### src/rtl/dmem_arbiter_if.sv
// Bus bundle between the two requesters, the dmem_arbiter and the combinational data memory.
// The slave view is the arbiter; the master view is the requesters plus the memory itself.
interface dmem_arbiter_if #(
    parameter int DATA_W = 32,
    parameter int ADDR_W = 32
);
    // Requester side
    logic              req0;
    logic              req1;
    logic              we0;
    logic              we1;
    logic [ADDR_W-1:0] addr0;
    logic [ADDR_W-1:0] addr1;
    logic [DATA_W-1:0] wdata0;
    logic [DATA_W-1:0] wdata1;
    logic              gnt0;
    logic              gnt1;
    logic              rvalid0;
    logic              rvalid1;
    logic [DATA_W-1:0] rdata;
    logic              err;

    // Memory side
    logic [ADDR_W-1:0] mem_address;
    logic [DATA_W-1:0] mem_write_data;
    logic              MemRead;
    logic              MemWrite;
    logic [DATA_W-1:0] mem_read_data;

    modport slave (
        input  req0, req1, we0, we1, addr0, addr1, wdata0, wdata1,
        input  mem_read_data,
        output gnt0, gnt1, rvalid0, rvalid1, rdata, err,
        output mem_address, mem_write_data, MemRead, MemWrite
    );

    modport master (
        output req0, req1, we0, we1, addr0, addr1, wdata0, wdata1,
        output mem_read_data,
        input  gnt0, gnt1, rvalid0, rvalid1, rdata, err,
        input  mem_address, mem_write_data, MemRead, MemWrite
    );
endinterface

### src/rtl/dmem_arbiter.sv
// Two-port arbiter/sequencer for a single-port combinational data memory (IDLE -> ACCESS -> DONE).
// Build option DMEM_ARB_FIXED_PRIO_EN: port 0 always wins contention and the round-robin pointer is removed.
module dmem_arbiter #(
    parameter int          DATA_W = 32,
    parameter int          ADDR_W = 32,
    parameter int unsigned DEPTH  = 8
) (
    input  logic          clk,
    input  logic          rst_n,
    dmem_arbiter_if.slave bus
);
    typedef enum logic [1:0] {
        IDLE   = 2'd0,
        ACCESS = 2'd1,
        DONE   = 2'd2
    } state_t;

    state_t            state_q, state_d;
    logic [1:0]        gnt_q, gnt_d;
    logic [1:0]        rvalid_q, rvalid_d;
    logic [DATA_W-1:0] rdata_q, rdata_d;
    logic              err_q, err_d;
    logic              oor_q, oor_d;
    logic              mem_rd_q, mem_rd_d;
    logic              mem_wr_q, mem_wr_d;
    logic [ADDR_W-1:0] mem_addr_q, mem_addr_d;
    logic [DATA_W-1:0] mem_wdata_q, mem_wdata_d;

    logic              any_req;
    logic              pick1;
    logic              sel_we;
    logic              sel_in_range;
    logic [ADDR_W-1:0] sel_addr;
    logic [DATA_W-1:0] sel_wdata;

    assign any_req = bus.req0 | bus.req1;

`ifdef DMEM_ARB_FIXED_PRIO_EN
    assign pick1 = bus.req1 & ~bus.req0;
`else
    logic last1_q, last1_d;  // 1 when port 1 received the most recent grant
    assign pick1 = bus.req1 & (~bus.req0 | ~last1_q);
`endif

    assign sel_we       = pick1 ? bus.we1    : bus.we0;
    assign sel_addr     = pick1 ? bus.addr1  : bus.addr0;
    assign sel_wdata    = pick1 ? bus.wdata1 : bus.wdata0;
    assign sel_in_range = (sel_addr < ADDR_W'(DEPTH));

    always_comb begin
        state_d     = state_q;
        gnt_d       = 2'b00;
        rvalid_d    = 2'b00;
        rdata_d     = rdata_q;
        err_d       = 1'b0;
        oor_d       = oor_q;
        mem_rd_d    = 1'b0;
        mem_wr_d    = 1'b0;
        mem_addr_d  = '0;
        mem_wdata_d = '0;
`ifndef DMEM_ARB_FIXED_PRIO_EN
        last1_d     = last1_q;
`endif
        unique case (state_q)
            ACCESS: begin
                // Memory is combinational: its output is valid during the strobe cycle.
                rvalid_d = gnt_q;
                err_d    = oor_q;
                rdata_d  = mem_rd_q ? bus.mem_read_data : '0;
                state_d  = DONE;
            end
            IDLE, DONE: begin
                state_d = IDLE;
                if (any_req) begin
                    state_d     = ACCESS;
                    gnt_d       = pick1 ? 2'b10 : 2'b01;
                    mem_addr_d  = sel_addr;
                    mem_wdata_d = sel_wdata;
                    mem_rd_d    = ~sel_we & sel_in_range;
                    mem_wr_d    =  sel_we & sel_in_range;
                    oor_d       = ~sel_in_range;
`ifndef DMEM_ARB_FIXED_PRIO_EN
                    last1_d     = pick1;
`endif
                end
            end
            default: state_d = IDLE;
        endcase
    end

    always_ff @(posedge clk or negedge rst_n) begin
        if (!rst_n) begin
            state_q     <= IDLE;
            gnt_q       <= 2'b00;
            rvalid_q    <= 2'b00;
            rdata_q     <= '0;
            err_q       <= 1'b0;
            oor_q       <= 1'b0;
            mem_rd_q    <= 1'b0;
            mem_wr_q    <= 1'b0;
            mem_addr_q  <= '0;
            mem_wdata_q <= '0;
        end else begin
            state_q     <= state_d;
            gnt_q       <= gnt_d;
            rvalid_q    <= rvalid_d;
            rdata_q     <= rdata_d;
            err_q       <= err_d;
            oor_q       <= oor_d;
            mem_rd_q    <= mem_rd_d;
            mem_wr_q    <= mem_wr_d;
            mem_addr_q  <= mem_addr_d;
            mem_wdata_q <= mem_wdata_d;
        end
    end

`ifndef DMEM_ARB_FIXED_PRIO_EN
    // Reset value 1 makes port 0 the preferred winner of the first contention.
    always_ff @(posedge clk or negedge rst_n) begin
        if (!rst_n) begin
            last1_q <= 1'b1;
        end else begin
            last1_q <= last1_d;
        end
    end
`endif

    assign bus.gnt0           = gnt_q[0];
    assign bus.gnt1           = gnt_q[1];
    assign bus.rvalid0        = rvalid_q[0];
    assign bus.rvalid1        = rvalid_q[1];
    assign bus.rdata          = rdata_q;
    assign bus.err            = err_q;
    assign bus.mem_address    = mem_addr_q;
    assign bus.mem_write_data = mem_wdata_q;
    assign bus.MemRead        = mem_rd_q;
    assign bus.MemWrite       = mem_wr_q;

    a_strobe_excl: assert property (@(posedge clk) disable iff (!rst_n)
        !(mem_rd_q && mem_wr_q));

    a_gnt_onehot: assert property (@(posedge clk) disable iff (!rst_n)
        gnt_q != 2'b11);

    a_access_one_cycle: assert property (@(posedge clk) disable iff (!rst_n)
        (state_q == ACCESS) |=> (state_q == DONE));
endmodule

### src/flat_wrapper.sv
// flat-port wrapper written by rule: the top's interface ports become plain ports
module dmem_arbiter_flat 
#(
    parameter int          DATA_W = 32,
    parameter int          ADDR_W = 32,
    parameter int unsigned DEPTH  = 8
)
  (clk, rst_n, bus_req0, bus_req1, bus_we0, bus_we1, bus_addr0, bus_addr1, bus_wdata0, bus_wdata1, bus_mem_read_data, bus_gnt0, bus_gnt1, bus_rvalid0, bus_rvalid1, bus_rdata, bus_err, bus_mem_address, bus_mem_write_data, bus_MemRead, bus_MemWrite);
  dmem_arbiter_if #(.DATA_W(DATA_W), .ADDR_W(ADDR_W)) bus_i ();
  input  logic clk;
  input  logic rst_n;
  input wire logic [$bits(bus_i.req0)-1:0] bus_req0;
  input wire logic [$bits(bus_i.req1)-1:0] bus_req1;
  input wire logic [$bits(bus_i.we0)-1:0] bus_we0;
  input wire logic [$bits(bus_i.we1)-1:0] bus_we1;
  input wire logic [$bits(bus_i.addr0)-1:0] bus_addr0;
  input wire logic [$bits(bus_i.addr1)-1:0] bus_addr1;
  input wire logic [$bits(bus_i.wdata0)-1:0] bus_wdata0;
  input wire logic [$bits(bus_i.wdata1)-1:0] bus_wdata1;
  input wire logic [$bits(bus_i.mem_read_data)-1:0] bus_mem_read_data;
  output wire logic [$bits(bus_i.gnt0)-1:0] bus_gnt0;
  output wire logic [$bits(bus_i.gnt1)-1:0] bus_gnt1;
  output wire logic [$bits(bus_i.rvalid0)-1:0] bus_rvalid0;
  output wire logic [$bits(bus_i.rvalid1)-1:0] bus_rvalid1;
  output wire logic [$bits(bus_i.rdata)-1:0] bus_rdata;
  output wire logic [$bits(bus_i.err)-1:0] bus_err;
  output wire logic [$bits(bus_i.mem_address)-1:0] bus_mem_address;
  output wire logic [$bits(bus_i.mem_write_data)-1:0] bus_mem_write_data;
  output wire logic [$bits(bus_i.MemRead)-1:0] bus_MemRead;
  output wire logic [$bits(bus_i.MemWrite)-1:0] bus_MemWrite;
  assign bus_i.req0 = bus_req0;
  assign bus_i.req1 = bus_req1;
  assign bus_i.we0 = bus_we0;
  assign bus_i.we1 = bus_we1;
  assign bus_i.addr0 = bus_addr0;
  assign bus_i.addr1 = bus_addr1;
  assign bus_i.wdata0 = bus_wdata0;
  assign bus_i.wdata1 = bus_wdata1;
  assign bus_i.mem_read_data = bus_mem_read_data;
  assign bus_gnt0 = bus_i.gnt0;
  assign bus_gnt1 = bus_i.gnt1;
  assign bus_rvalid0 = bus_i.rvalid0;
  assign bus_rvalid1 = bus_i.rvalid1;
  assign bus_rdata = bus_i.rdata;
  assign bus_err = bus_i.err;
  assign bus_mem_address = bus_i.mem_address;
  assign bus_mem_write_data = bus_i.mem_write_data;
  assign bus_MemRead = bus_i.MemRead;
  assign bus_MemWrite = bus_i.MemWrite;
  dmem_arbiter #(.DATA_W(DATA_W), .ADDR_W(ADDR_W), .DEPTH(DEPTH)) u_core (.clk(clk), .rst_n(rst_n), .bus(bus_i));
endmodule
### config.mk
export PLATFORM = sky130hd
export DESIGN_NAME = dmem_arbiter_flat
export DESIGN_NICKNAME = d
export VERILOG_FILES = /design/src/rtl/dmem_arbiter_if.sv /design/src/rtl/dmem_arbiter.sv /design/src/flat_wrapper.sv
export SDC_FILE = /design/constraint.sdc
export NUM_CORES = 1
export LEC_CHECK = 0
export ABC_AREA = 1
export CAP_MARGIN = 20
export CORE_ASPECT_RATIO = 1.1
export CORE_MARGIN = 2
export CORE_UTILIZATION = 30
export CTS_BUF_LIST = sky130_fd_sc_hd__clkbuf_8
export DETAILED_ROUTE_END_ITERATION = 6
export PLACE_DENSITY_LB_ADDON = 0.25
export SYNTH_ARGS = -nofsm -noshare
export SYNTH_HDL_FRONTEND = slang
export SYNTH_SLANG_ARGS = --single-unit
### constraint.sdc
create_clock -name clk -period 1.95 [get_ports clk]
set_input_delay 0.39 -clock clk [delete_from_list [all_inputs] [get_ports clk]]
set_output_delay 0.39 -clock clk [all_outputs]
set_load 0.1 [all_outputs]
# After elaboration in Yosys (flattened, before gate mapping)
# Index checks and enable logic that the tools add are counted.
[totals]
wordCells = 45
reg_bits = 107
out_inout_bits = 103
[classes]
order_cmp = 1
n_eq_ne = 2
n_mux = 19
n_reduce_logical = 3
n_bitwise = 9
[ops]
columns = ["operator", "n"]
rows = [
  ["32-bit two-way mux", 7],
  ["32-bit by 4-bit < comparator with 1-bit output (second input constant)", 1],
  ["2-bit two-way mux", 4],
  ["1-bit two-way mux", 7],
  ["1-bit inverter", 4],
  ["2-bit one-hot mux with 2 select lines", 1],
  ["1-bit AND", 3],
  ["2-bit by 1-bit == test with 1-bit output (second input constant)", 1],
  ["2-bit == test (second input constant)", 1],
  ["2-bit logical NOT", 1],
  ["1-bit OR", 2],
  ["2-bit AND reduction", 1],
  ["2-bit OR reduction", 1],
]

# Depth between registers and ports, before layout
[logic_depth]
word_depth = 8
ltp_mapped = 11

# Worst setup path after synthesis
# No wires, ideal clock.
[synth_timing]
path_kind = "reg2reg"
start = "register u_core.mem_rd_q, in the netlist u_core.bus.MemRead"
end = "register u_core.rdata_q[10], in the netlist u_core.bus.rdata[10]"
setup_ns = 0.068
stages_incl_launch_ff = 4
n_path_buf = 1
slack_ns = 0.427
arrival_time_ns = 1.455
path_cell_list = "dfrtp_1 -> clkbuf_1 -> nand3_1 -> nand2_1"
[synth_between]
elab_chain_cells = 1
[synth_rtl]
columns = ["item", "line_no", "text"]
rows = [
  ["from (decl)", "dmem_arbiter.sv:24", "logic mem_rd_q, mem_rd_d;"],
  ["from (signal assigned)", "dmem_arbiter.sv:110", "mem_rd_q <= mem_rd_d;"],
  ["32-bit two-way mux", "dmem_arbiter.sv:69", "rdata_d = mem_rd_q ? bus.mem_read_data : '0;"],
  ["to (signal assigned)", "dmem_arbiter.sv:107", "rdata_q <= rdata_d;"],
  ["to (decl)", "dmem_arbiter.sv:21", "logic [DATA_W-1:0] rdata_q, rdata_d;"],
]
# No other way between the ends.
# A chain may end at the register's enable or synchronous reset.

# Worst setup path after layout
[layout_timing]
start = "register u_core.mem_rd_q, in the netlist u_core.bus.MemRead"
end = "output port bus_MemRead"
[layout_rtl]
columns = ["item", "line_no", "text"]
rows = [
  ["to (decl)", "flat_wrapper.sv:29", "output wire logic [$bits(bus_i.MemRead)-1:0] bus_MemRead;"],
]
# No word-level cell between the ends.

==> impl_results.md <==
- Layout area overhead: 67.8%
- Fmax: 564 MHz
- Critical Path RT: 1.56 ns
- Cells after DPL: 1012
- Area after DPL: 0.00744 mm²
- Post-synth top area share: 58.2%
- CTS Root Cell: clkbuf_8
- Clock power frac: 22.0%
- Clock buffer depth: 2
- Combinational power share: 39.7%
- Drt first pass iters: 5
- Min-Delay Path Class: in -> async
- Crit path cell chain: buf_12
- Share of cells above drive strength 1: 20.9%
- Leakage: 0.00394 µW
- Final instance area: 0.00765 mm²
- Worst setup path class: reg -> out
- Setup Buffers After CTS: 0
- Most common cell in the netlist: nand2_1
- FP Rows: 47
- Die span in y: 133 µm
- Worst-path clk slew: 0.10 ns
- Sequential share of the synthesized area: 58.8%
- Main synth FF type: dfrtp_1
- Core Util, Final: 51.2%
- Post-route ant nets: 0
- YS warnings: 0
- Port Buffers: 268
- Sw frac: 40.7%
- Area contributors post-synth: dfrtp_1, nand2_1, nor2_1, nand3_1, nor3_1
- Synth async-reset ratio: 100%
- Largest net degree at the start of global routing: 75
- Crit path max-delay family: flip-flops
- Final setup margin: 0.177 ns
- Clock sinks: 107
- Critical-path top delay cell: dfrtp_1
- Cts bufs inserted: 9
- Max cap viols: 0
- Top-level I/O count: 269
- Clock Skews: 0.00814 ns
- Synth cell count leaders: nand2_1, nor2_1, dfrtp_1
- Total net switching power: 2600 µW
- Total gr overflow: 0
- DIE AREA: 0.0162 mm²
- CP max stage delay: 0.76 ns
- DR vias: 4550
- Mapped Area: 0.00456 mm²
- Final HPWL DP: 11500 µm
- TritonCTS clock tree: built
- Antenna violations before repair: 0
- Period utilisation layout: 90.9%
- Max-Slew Margin vs Limit: 57.0%
- Buffer and inverter count on the worst path: 1
- 1st-iter DRT viols: 227
- Gates resized, CTS repair: 0
- Nets: 993
- Global-route usage over all layers: 17.9%
- Routed WL: 14700 µm
- Synthesized flop and latch total: 107
- Max FO, Critical Path: 14
- Status: finished clean
- Sequential Power Share: 38.3%
- Critical Path AT: 1.38 ns
- Cell taking the most area after synthesis: dfrtp_1
- Post-synth EDFFs: 0
- Peak VDD IR: 363 µV
- RSZ-0062 raised after global routing: false
- Clk_lat worst skew: 0.36 ns
- H-tree depth: 3
- Die W: 122 µm
- WL/cell: 14.3 µm
- Syn Inst Count: 534
- Pins over their slew limit: 0
- Flop2flop setup slack: 0.24 ns
- First-pass GRT wire length: 22800 µm
- Vias in the first global route: 4557
- GR Util met2: 31.4%
- Post-Syn Area per Cell: 8.54 µm²
- Met1 usage: 21.8%
- Most Crowded Layer GR: met2
- Place WS: -0.109 ns
- Slew @ Worst Pin: 0.644 ns
- # DRC: 0
- Fin. Hold Viols: 0
- Hold Worst Slack: 0.0123 ns
- RD Place Congestion: 0.840
- CTS Hold Buffers Added: 0
- Met3 Track Usage GR: 4.28%
- Initial core utilization: 30.5%
- CP Launch Type: flop
- Finish-stage setup viols: 0
- Synthesized Nets: 700
- Via density per instance: 4.43
- Ant. Diodes: 0
- Pwr Density: 835 mW/mm²
- Final Non-Filler Cells: 1028
- Post-synthesis cell type count: 22
- Number of filler cells placed in the layout: 1408
- Core ar.: 0.0149 mm²
- Minimum clock period: 1.77 ns
- Crit path capture type: output pin
- Int Power: 3790 µW
metrics by stage:
step	total power [µW]	setup TNS, ns
3_5_place_dp	5040	-0.589
4_1_cts	6490	0
2_1_floorplan	4130	0
5_1_grt	6700	0
3_3_place_gp	5030	-0.0431
6_report	6390	0
final timing paths:
path,from,endpoint,cells past startpoint
worst max-delay path,u_core.bus.MemRead,bus_MemRead,1
worst min-delay path,rst_n,u_core.bus.mem_write_data[24],2
worst max register to register,u_core.last1_q,u_core.bus.MemRead,11
worst min register to register,u_core.state_q[0],u_core.gnt_q[1],1
max in group asynchronous,rst_n,u_core.last1_q,2
min in group clk,u_core.state_q[0],u_core.gnt_q[1],1
state kept, by name, summed over array words and instances, names as in the netlist:
| name | count |
|---|---|
| u_core.bus.MemRead | 1 |
| u_core.bus.err | 1 |
| u_core.bus.mem_write_data | 32 |
| u_core.bus.rdata | 32 |
| u_core.last1_q | 1 |
| u_core.rvalid_q | 2 |
| u_core.state_q | 2 |
| u_core.oor_q | 1 |
| u_core.bus.mem_address | 32 |
| u_core.gnt_q | 2 |
| u_core.bus.MemWrite | 1 |
power groups by stage:
stage | registers [µW] | logic [µW] | clock network, µW
after floorplan | 3680 | 454 | 0
after global placement | 2490 | 2540 | 0
after detailed placement | 2490 | 2550 | 0
after CTS | 2450 | 2560 | 1480
after global routing | 2470 | 2660 | 1560
final | 2450 | 2540 | 1410
cells in the final DEF, fill, tap and decap left out, drive strengths merged:
cell and instances:
nor2 114, nand3 39, or2 2, clkinv 4, dfstp 1, bufinv 1, nand3b 22, clkdlybuf4s50 164
clkbuf 10, a21oi 6, dfrtp 106, buf 150, nand2 141, inv 34, nor3 35, o21ai 3
cell families after synthesis:
group	after synthesis	share of synthesized area [%]
compound gates	9	0.988
buf+inv	65	7.02
flops	107	58.8
simple gates	353	33.2
final cells by class:
cell class | instances | area (µm²) | share of cell area [%]
clock buffer | 10 | 138 | 1.80
multi-input combinational | 362 | 1560 | 20.4
sequential | 107 | 2680 | 35.0
clock inverter | 6 | 72.6 | 0.948
inverter | 33 | 124 | 1.62
timing repair buffer | 314 | 2830 | 37.0
tap | 196 | 245 | 3.21
routing by layer:
metal  part of all wire (%)  vias to the layer above
met3                    7.4                       19
met1                     41                     2111
li1                       -                     2241
met4                    1.7                        0
met2                     50                      179
met5                      0                        -
No activity file was read; power rests on OpenSTA's default activity.
